File: config.mk
export PLATFORM = sky130hd
export DESIGN_NAME = flow_control_unit
export DESIGN_NICKNAME = d
export VERILOG_FILES = /design/src/rtl/wisc_pkg.sv /design/src/rtl/branch_cond_eval.sv /design/src/rtl/flow_control_unit.sv
export SDC_FILE = /design/constraint.sdc
export NUM_CORES = 1
export LEC_CHECK = 0
export BUFFER_PORTS_ARGS = -buffer_cell sky130_fd_sc_hd__buf_4
export CAP_MARGIN = 20
export CELL_PAD_IN_SITES_DETAIL_PLACEMENT = 1
export CELL_PAD_IN_SITES_GLOBAL_PLACEMENT = 1
export CORE_MARGIN = 5
export CORE_UTILIZATION = 33
export CTS_CLUSTER_SIZE = 14
export DETAILED_ROUTE_END_ITERATION = 10
export HOLD_SLACK_MARGIN = 0.12
export PLACE_DENSITY_LB_ADDON = 0.08
export SLEW_MARGIN = 0
export SYNTH_ARGS = -nofsm -noshare
export SYNTH_HDL_FRONTEND = slang
export SYNTH_HIERARCHICAL = 1
export SYNTH_SLANG_ARGS = --single-unit
File: constraint.sdc
create_clock -name clk -period 2.95 [get_ports clk]
set_input_delay 0.4425 -clock clk [delete_from_list [all_inputs] [get_ports clk]]
set_output_delay 0.4425 -clock clk [all_outputs]
set_load 0.03 [all_outputs]
File: src/rtl/wisc_pkg.sv
// wisc_pkg: ISA-wide constants and types shared by the control-flow and decode logic
package wisc_pkg;
  localparam int ADDR_W = 16;
  localparam logic [2:0] COND_NEQ    = 3'b000;
  localparam logic [2:0] COND_EQ     = 3'b001;
  localparam logic [2:0] COND_GT     = 3'b010;
  localparam logic [2:0] COND_LT     = 3'b011;
  localparam logic [2:0] COND_GTE    = 3'b100;
  localparam logic [2:0] COND_LTE    = 3'b101;
  localparam logic [2:0] COND_OVFL   = 3'b110;
  localparam logic [2:0] COND_UNCOND = 3'b111;
  localparam int FLAG_Z = 2;
  localparam int FLAG_V = 1;
  localparam int FLAG_N = 0;
  typedef enum logic [1:0] {RUN, DRAIN, HALTED} halt_state_t;
endpackage

File: src/rtl/branch_cond_eval.sv
// branch_cond_eval: decides whether a branch condition holds for the given Z/V/N flags
module branch_cond_eval
  import wisc_pkg::*;
(
  input  logic [2:0] cond,
  input  logic       z,
  input  logic       v,
  input  logic       n,
  output logic       taken
);
  always_comb
    taken = cond == COND_NEQ  ? !z :
            cond == COND_EQ   ? z :
            cond == COND_GT   ? (!z && !n) :
            cond == COND_LT   ? n :
            cond == COND_GTE  ? !n :
            cond == COND_LTE  ? (n || z) :
            cond == COND_OVFL ? v : 1'b1;
endmodule

File: src/rtl/flow_control_unit.sv
// flow_control_unit: branch/JAL/JR resolution, load-use stalls, flag register and halt sequencing
module flow_control_unit
  import wisc_pkg::*;
(
  input  logic              clk,
  input  logic              rst,
  input  logic              valid_ID_EX,
  input  logic              is_br_ID_EX,
  input  logic              is_jal_ID_EX,
  input  logic              is_jr_ID_EX,
  input  logic              is_hlt_ID_EX,
  input  logic [2:0]        cond_ID_EX,
  input  logic [8:0]        br_off_ID_EX,
  input  logic [11:0]       jal_off_ID_EX,
  input  logic [ADDR_W-1:0] jr_tgt_ID_EX,
  input  logic [ADDR_W-1:0] pc_ID_EX,
  input  logic              set_flags_EX,
  input  logic              alu_z,
  input  logic              alu_v,
  input  logic              alu_n,
  input  logic              mem_rd_ID_EX,
  input  logic [3:0]        rd_ID_EX,
  input  logic [3:0]        rs_IF_ID,
  input  logic [3:0]        rt_IF_ID,
  input  logic              rs_used_IF_ID,
  input  logic              rt_used_IF_ID,
  output logic              flow_change_ID_EX,
  output logic [ADDR_W-1:0] dst_ID_EX,
  output logic              stall,
  output logic              flush_IF_ID,
  output logic              flush_ID_EX,
  output logic              hlt,
  output logic [2:0]        flags
);
  halt_state_t state;
  logic [1:0] cnt;
  logic run, taken, halt_start, load_use;
  logic [ADDR_W-1:0] br_tgt, jal_tgt;
  branch_cond_eval u_cond (
    .cond (cond_ID_EX),
    .z    (flags[FLAG_Z]),
    .v    (flags[FLAG_V]),
    .n    (flags[FLAG_N]),
    .taken(taken)
  );
  always_comb begin
    run = state == RUN;
    br_tgt = pc_ID_EX + {{7{br_off_ID_EX[8]}}, br_off_ID_EX};
    jal_tgt = pc_ID_EX + {{4{jal_off_ID_EX[11]}}, jal_off_ID_EX};
    flow_change_ID_EX = valid_ID_EX && run && ((is_br_ID_EX && taken) || is_jal_ID_EX || is_jr_ID_EX);
    dst_ID_EX = !flow_change_ID_EX ? '0 :
                is_br_ID_EX ? br_tgt :
                is_jal_ID_EX ? jal_tgt : jr_tgt_ID_EX;
    halt_start = valid_ID_EX && run && is_hlt_ID_EX;
    // R0 is hardwired to zero, so a load targeting it can never create a hazard
    load_use = valid_ID_EX && run && mem_rd_ID_EX && rd_ID_EX != 4'd0 &&
               ((rd_ID_EX == rs_IF_ID && rs_used_IF_ID) || (rd_ID_EX == rt_IF_ID && rt_used_IF_ID));
    stall = !flow_change_ID_EX && (load_use || halt_start || !run);
    flush_IF_ID = flow_change_ID_EX || halt_start;
    flush_ID_EX = flow_change_ID_EX || load_use || halt_start || state == DRAIN;
  end
  always_ff @(posedge clk)
    if (rst) begin
      state <= RUN;
      flags <= '0;
      cnt <= '0;
      hlt <= 1'b0;
    end else begin
      if (valid_ID_EX && set_flags_EX && run) flags <= {alu_z, alu_v, alu_n};
      case (state)
        RUN: if (halt_start) begin
          state <= DRAIN;
          cnt <= 2'd2;
        end
        DRAIN: begin
          cnt <= cnt - 2'd1;
          if (cnt == 2'd1) begin
            state <= HALTED;
            hlt <= 1'b1;
          end
        end
        default: hlt <= 1'b1;
      endcase
    end
endmodule
-- Yosys cells after proc, flatten, opt, wreduce, memory -nomap -nowiden
Cells that the tools add are included.
- flip-flop bits (word level): 8
- input port bits: 82
- output and inout port bits: 24
- word-level logic and storage cells: 71
- add/sub/neg operators: 3
- equality and inequality tests: 12
- mux-type cells: 17
- bitwise logic cells: 1
- reductions and logical operators: 34
- operators by type and width (cell ; count):
    $mux W16 ; 3
    $add A16 B16 Y16 ; 2
    $logic_and A1 B1 Y1 ; 13
    $logic_or A1 B1 Y1 ; 10
    $eq A3 B3 Y1 const B ; 3
    $eq A4 B4 Y1 ; 2
    $mux W1 ; 8
    $pmux W2 S2 ; 2
    $eq A3 B2 Y1 const B ; 2
    $mux W2 ; 3
    $eq A2 B1 Y1 const B ; 2
    $logic_not A1 Y1 ; 4
    $ne A2 B1 Y1 const B ; 2
    $reduce_and A2 Y1 ; 2
    $reduce_bool A4 Y1 ; 1
    $eq A3 B1 Y1 const B ; 1
    $logic_not A3 Y1 ; 1
    $reduce_and A3 Y1 ; 1
    $logic_not A2 Y1 ; 1
    $pmux W1 S2 ; 1
    $reduce_bool A2 Y1 ; 1
    $sub A2 B1 Y2 const B ; 1
    $not A1 Y1 ; 1

-- Longest topological paths before layout
Gate-level depths: netlist of run 1.
- depth after elaboration: 15
- depth in mapped cells: 10
- gate-level depth less buffers: 10

-- Hierarchy
Netlist of run 1, hierarchy kept.
- by module, submodules not included (module ; times used ; cells an instance ; area each (µm²) ; seq. area each (µm²)):
    flow_control_unit ; 1 ; 321 ; 2250.9 ; 160.2
    branch_cond_eval ; 1 ; 10 ; 62.6 ; 0.0

-- Least setup slack after synthesis of run 1
OpenSTA, ideal clock, no wires.
- path kind: input -> output
- start: input br_off_ID_EX[1]
- end: output dst_ID_EX[13]
- data arrival time: 3.392 ns
- data required time: 2.508 ns
- slack: -0.885 ns
- cell stages on the path: 8
- buffers on the path: 0
- cells stage by stage: ha_1 -> a211oi_1 -> o211ai_1 -> a41oi_1 -> o211ai_1 -> o21ai_0 -> xor2_1 -> a2111oi_0
- cells in the longest elaborated chain, start to end: 3
- RTL lines (what ; RTL line ; text):
    from (decl) ; flow_control_unit.sv:13 ; input logic [8:0] br_off_ID_EX,
    $add A16 B16 Y16 ; flow_control_unit.sv:48 ; br_tgt = pc_ID_EX + {{7{br_off_ID_EX[8]}}, br_off_ID_EX};
    $mux W16 ; flow_control_unit.sv:52 ; is_br_ID_EX ? br_tgt :
    $mux W16 ; flow_control_unit.sv:51 ; dst_ID_EX = !flow_change_ID_EX ? '0 :
    to (decl) ; flow_control_unit.sv:28 ; output logic [ADDR_W-1:0] dst_ID_EX,
No other way between the ends.

-- Worst setup path after layout of run 1
- start: input jal_off_ID_EX[5]
- end: output dst_ID_EX[15]
- cells in the longest elaborated chain, start to end: 4
- RTL lines (what ; RTL line ; text):
    from (decl) ; flow_control_unit.sv:14 ; input logic [11:0] jal_off_ID_EX,
    $add A16 B16 Y16 ; flow_control_unit.sv:49 ; jal_tgt = pc_ID_EX + {{4{jal_off_ID_EX[11]}}, jal_off_ID_EX};
    $mux W16 ; flow_control_unit.sv:53 ; is_jal_ID_EX ? jal_tgt : jr_tgt_ID_EX;
    $mux W16 ; flow_control_unit.sv:52 ;
    $mux W16 ; flow_control_unit.sv:51 ;
No other way between the ends.

==> results_dict.tcl, run 1 <==
set metrics [dict create \
    outcome "finished, violations left" \
    violations "setup timing" \
    yosysTopAreaCellShare_pct 16.8 \
    synth_edf_count 0 \
    n_antenna_cell 0 \
    gp_congestion 0.808 \
    yosysWarningCount 6 \
    regToRegSetupSlack_ps 1530 \
    cts_buffers 3 \
    min_period_ps 3050 \
    synth_nets 446 \
    yosys.area_share.adder_pct 18.5 \
    grt.busiest_layer "met2" \
    worst_slack_ps -98.2 \
    pre_cts_slack_ps -389 \
    cts-root-buf "clkbuf_8" \
    grt-ovfl-total 0 \
    worst_pin_slew_ps 387 \
    layout-drive-gt1-share_pct 44.0 \
    die_y_um 93.7 \
    hold_violations 0 \
    rsz0062_at_grt "true" \
    ys.flop_type "dfxtp_1" \
    clockBufferDepth 2 \
    ys_seq_area_share_pct 6.92 \
    syn_area_sq_mm 0.00231 \
    fin_nets 590 \
    finalMaxSlewViolations 0 \
    p_per_area_mw_per_mm2 290 \
    dp_hpwl_um 7900 \
    use_met1_pct 27.0 \
    final_area_sq_mm 0.00398 \
    min_period_over_period_pct 103 \
    synth_mux_area_share_pct 2.76 \
    core_sq_mm 0.00679 \
    critPathLaunchType "primary input" \
    grt_pass1_vias 3228 \
    synth_compound_area_share_pct 36.2 \
    relSlewSlack_pct 74.2 \
    cp.required_ps 2510 \
    cp.arrival_ps 2610 \
    dieArea_sq_mm 0.00879 \
    setup_viol 7 \
    wl_per_cell_um 19.1 \
    synth.distinct_cells 49 \
    grt_max_degree 26 \
    synth_xor_area_share_pct 12.1 \
    leakagePower_nw 1.83 \
    detail-route-antenna-nets 0 \
    insertion_delay_ps 230 \
    crit_type "in2out" \
    synth_seq_cells 8 \
    critPathMaxFanout 2 \
    port_buffers 105 \
    place_inst 555 \
    grt.total_usage_pct 22.1 \
    htree_levels 1 \
    netlist_top_cells_area "ha_1 (17%), a21oi_1 (10%), xnor2_1 (7.2%)" \
    syn_avg_cell_area_sq_um 6.99 \
    antenna_found_initial 0 \
    ys_top_cells_by_count "a21oi_1 (46), nand2_1 (33), ha_1 (31), nor2_1 (27), o21ai_0 (20)" \
    synthCells 331 \
    viasPerCell 5.59 \
    yosys.area_share.simple_pct 18.8 \
    synth.most_common_cell "a21oi_1" \
    holdCritPathClass "in2reg" \
    grt_pass1_wl_um 15700 \
    drt_iter0_drc 99 \
    cts_sinks 8 \
    totalPowerFinal_mw 1.15 \
    start_util_pct 34.1 \
    fp-row-count 30 \
    cp-end-kind "output port" \
    via_count 3182 \
    area_growth_pct 71.9 \
    final_cell_count_no_fill 569 \
    drc 0 \
    cts_tree "yes" \
    grtUsageMet2_pct 41.1 \
    io_pins 106 \
    fin_skew_ps 0.302 \
    yosys.area.top_type "ha_1" \
    drv_cap 0 \
    place_area_sq_mm 0.00349 \
    hold_buffers 0 \
    grt_use_met3_pct 2.16 \
    synth_top_family_by_area "compound AO/OA/AOI/OAI gates" \
    clk_pin_slew_ps 40 \
    vdd_ir_drop_max_uv 111 \
    dr.pass1.iters 4 \
    die_w_um 93.7 \
    timing.fmax_ghz 0.328 \
    routed_wl_um 10900 \
    async_flop_share_pct 0 \
]
layout by cell type (no fill, tap or decap), types with 3 or more instances in the layout:
cell	Yosys	routed
buf_4	0	142
a21oi_1	46	40
nand2_1	33	33
nor2_1	27	25
ha_1	31	22
o21ai_0	20	17
xnor2_1	19	16
inv_1	16	14
a21o_1	14	14
xor2_1	13	12
ha_4	0	9
buf_6	0	9
dfxtp_1	8	8
a31oi_1	9	7
nand3_1	7	7
and2_1	4	4
nand2b_1	4	4
o211ai_1	4	4
a221oi_2	1	4
a21oi_4	0	3
a41oi_2	0	3
xnor2_2	0	3
o21ai_1	0	3
a21oi_2	0	3
nor3_1	4	3
nand4_1	3	3
mux2i_1	3	3
mux2_2	3	3
o21a_1	3	3
clkbuf_8	0	3
flip-flops by register name, indices dropped and copies added (netlist names):
signal and cells:
flags 3, cnt 2, state 2, hlt 1
critical path: stages:
cell       delay [ps]
buf_4             120
ha_1              290
o21ai_0           240
a21oi_1           110
a211o_1           360
a221oi_2          300
xnor2_1           140
a2111oi_2         310
a31o_1            160
buf_6             130
cell type report:
cell class              instances  area (sq um)
clock buffers                   3          41.3
fillers                       849          2820
well taps                      96           120
multi-input cells             294          2410
flip-flops and latches          8           160
inverters                      16          60.1
repair buffers                152          1180
layer usage:
layer	vias to the layer above	part of all wire, %
li1	1509	-
met1	1535	42
met2	115	51
met4	0	2.2
met3	23	5.1
met5	-	0
stage by stage:
| stage | utilization, % | hold slack [ps] | setup TNS [ps] |
|---|---|---|---|
| CTS | 55.1 | 433 | -458 |
| finish | 58.5 | 443 | -347 |
| global route | 58.5 | 435 | -1410 |
| detailed placement | 51.3 | 446 | -2060 |
| floorplan | - | 451 | -109 |
| global placement | 51.3 | 435 | -1500 |
where the power goes:
group / total, mW / switching [mW] / internal, mW
clock network: 0.135 / 0.0461 / 0.0886
registers: 0.121 / 0.00596 / 0.115
logic: 0.899 / 0.480 / 0.419
total: 1.15 / 0.532 / 0.623
cell families (layout without fill, tap and decap cells):
group	count (synthesis)	in the layout
AOI/OAI and AO/OA	128	128
xor gates and xnor gates	32	32
adders and majority gates	33	33
buffers and inverters	29	171
DFF	8	8
muxes	6	6
and+or+nand+nor	95	95
timing repair:
item,in CTS,in global routing
gates cloned,0,0
pin swaps,21,28
buffers inserted,7,4
setup endpoints to repair,8,10
gates resized for setup,33,32
endpoints found under the hold margin,0,0
path summary, 6_finish.rpt:
check,from,endpoint,depth (start not counted)
min reg2reg,hlt,hlt,2
min,rst,hlt,2
max reg2reg,state[1],cnt[1],4
max,jal_off_ID_EX[5],dst_ID_EX[15],10
(Power assumes the default switching activity.)
==> inputs of run 2 (changes only) <==
- CTS_BUF_LIST: default -> sky130_fd_sc_hd__clkbuf_2
==> results_dict.tcl, run 2 (synthesis gave the netlist of run 1 again) <==
set metrics [dict create \
    setup_tns_ps -329 \
    cp.required_ps 2510 \
    clk_pin_slew_ps 80 \
    reg2regPathDepth 4 \
    gp_congestion 0.808 \
    antenna_found_initial 0 \
    holdCritPathClass "in2reg" \
    p_per_area_mw_per_mm2 275 \
    violations "setup timing" \
    grt_pass1_vias 3210 \
    io_pins 106 \
    final_area_sq_mm 0.00395 \
    hold_path_depth 2 \
    cts_buffers 3 \
    drc 0 \
    largest_reg_flops 3 \
    die_w_um 93.7 \
    dr.pass1.iters 4 \
    outcome "finished, violations left" \
    cts_sinks 8 \
    regMostFlops "flags" \
    cp-end-kind "output port" \
    detail-route-antenna-nets 0 \
    grt_max_degree 26 \
    n_antenna_cell 0 \
    layout-drive-gt1-share_pct 44.0 \
    fp-row-count 30 \
    multi_input_area_sq_mm 0.00241 \
    viasPerCell 5.59 \
    start_util_pct 34.1 \
    setup_viol 7 \
    cp.arrival_ps 2610 \
    place_area_sq_mm 0.00349 \
    worst_pin_slew_ps 385 \
    dp_hpwl_um 7900 \
    critPathMaxFanout 2 \
    via_count 3179 \
    n_fill_cell 856 \
    timing.fmax_ghz 0.328 \
    routed_wl_um 10800 \
    htree_levels 1 \
    fin_skew_ps 3.09 \
    top_regs "flags (3), cnt (2), state (2)" \
    drv_cap 0 \
    critPathLaunchType "primary input" \
    area_growth_pct 70.7 \
    grt-ovfl-total 0 \
    dieArea_sq_mm 0.00879 \
    crit_type "in2out" \
    die_y_um 93.7 \
    rsz0062_at_grt "true" \
    insertion_delay_ps 240 \
    layout_commonest_cell "buf_4" \
    port_buffers 105 \
    fin_nets 590 \
    cts-root-buf "clkbuf_2" \
    relSlewSlack_pct 74.3 \
    hold_violations 0 \
    final_cell_mix "buf_4 (142), a21oi_1 (40), nand2_1 (33)" \
    vdd_ir_drop_max_uv 104 \
    leakagePower_nw 1.83 \
    drt_iter0_drc 99 \
    hold_buffers 0 \
    core_sq_mm 0.00679 \
    wl_per_cell_um 19.0 \
    finalMaxSlewViolations 0 \
    seq_area_sq_um 160 \
    min_period_over_period_pct 103 \
    grt.total_usage_pct 21.8 \
    worst_slack_ps -101 \
    grt_pass1_wl_um 15600 \
    min_period_ps 3050 \
    cts_tree "yes" \
    clockBufferDepth 2 \
]
[run 2: cell count changes in the layout (fill, tap and decap cells not counted)]
cell | previous run | this run
clkbuf_2 | 0 | 3
clkbuf_8 | 3 | 0
[run 2: metrics by stage]
| stage | util [%] | power, mW | instances | setup WS, ps | hold WS [ps] |
|---|---|---|---|---|---|
| finish | 58.1 | 1.08 | 569 | -101 | 427 |
| global route | 58.1 | 1.16 | 569 | -210 | 399 |
| detailed placement | 51.3 | 0.878 | 555 | -389 | 446 |
| CTS | 54.8 | 0.996 | 565 | -145 | 412 |
| floorplan | - | 0.565 | 331 | -109 | 451 |
| global placement | 51.3 | 0.862 | 555 | -292 | 435 |
[run 2: worst max-delay path: stages]
cell       delay (ps)
buf_4             110
ha_1              290
o21ai_0           240
a21oi_1           110
a211o_1           360
a221oi_2          300
xnor2_1           140
a2111oi_2         310
a31o_1            160
buf_6             130
[run 2: final cells by class]
class                      instances  area share [%]
multi-input combinational        294            61.1
timing repair buffer             152            29.9
sequential                         8            4.05
inverter                          16            1.52
tap                               96            3.04
clock buffer                       3           0.380
[run 2: what timing repair did]
action                     CTS  global route
setup buffers                7             4
setup endpoints to repair    8            10
pin swaps                   21            28
gates resized for setup     33            32
[run 2: metal layers]
metal / track usage [%] / vias up / wire (um)
li1: - / 1512 / -
met1: 26.8 / 1531 / 4560
met2: 41.1 / 114 / 5510
met3: 2.08 / 22 / 545
met4: 3.85 / 0 / 191
met5: 0 / - / 0
[run 2: final timing paths]
| kind | start | end | slack, ps |
|---|---|---|---|
| setup / recovery | jal_off_ID_EX[5] | dst_ID_EX[15] | -100 |
| hold / removal | rst | cnt[0] | 430 |
| setup reg to reg | state[1] | cnt[1] | 1510 |
| hold reg to reg | hlt | hlt | 450 |
[run 2: power breakdown]
group,switching [mW],total (mW),internal (mW)
Clock,0.0373,0.0651,0.0277
Combinational,0.480,0.899,0.419
Sequential,0.00596,0.121,0.115
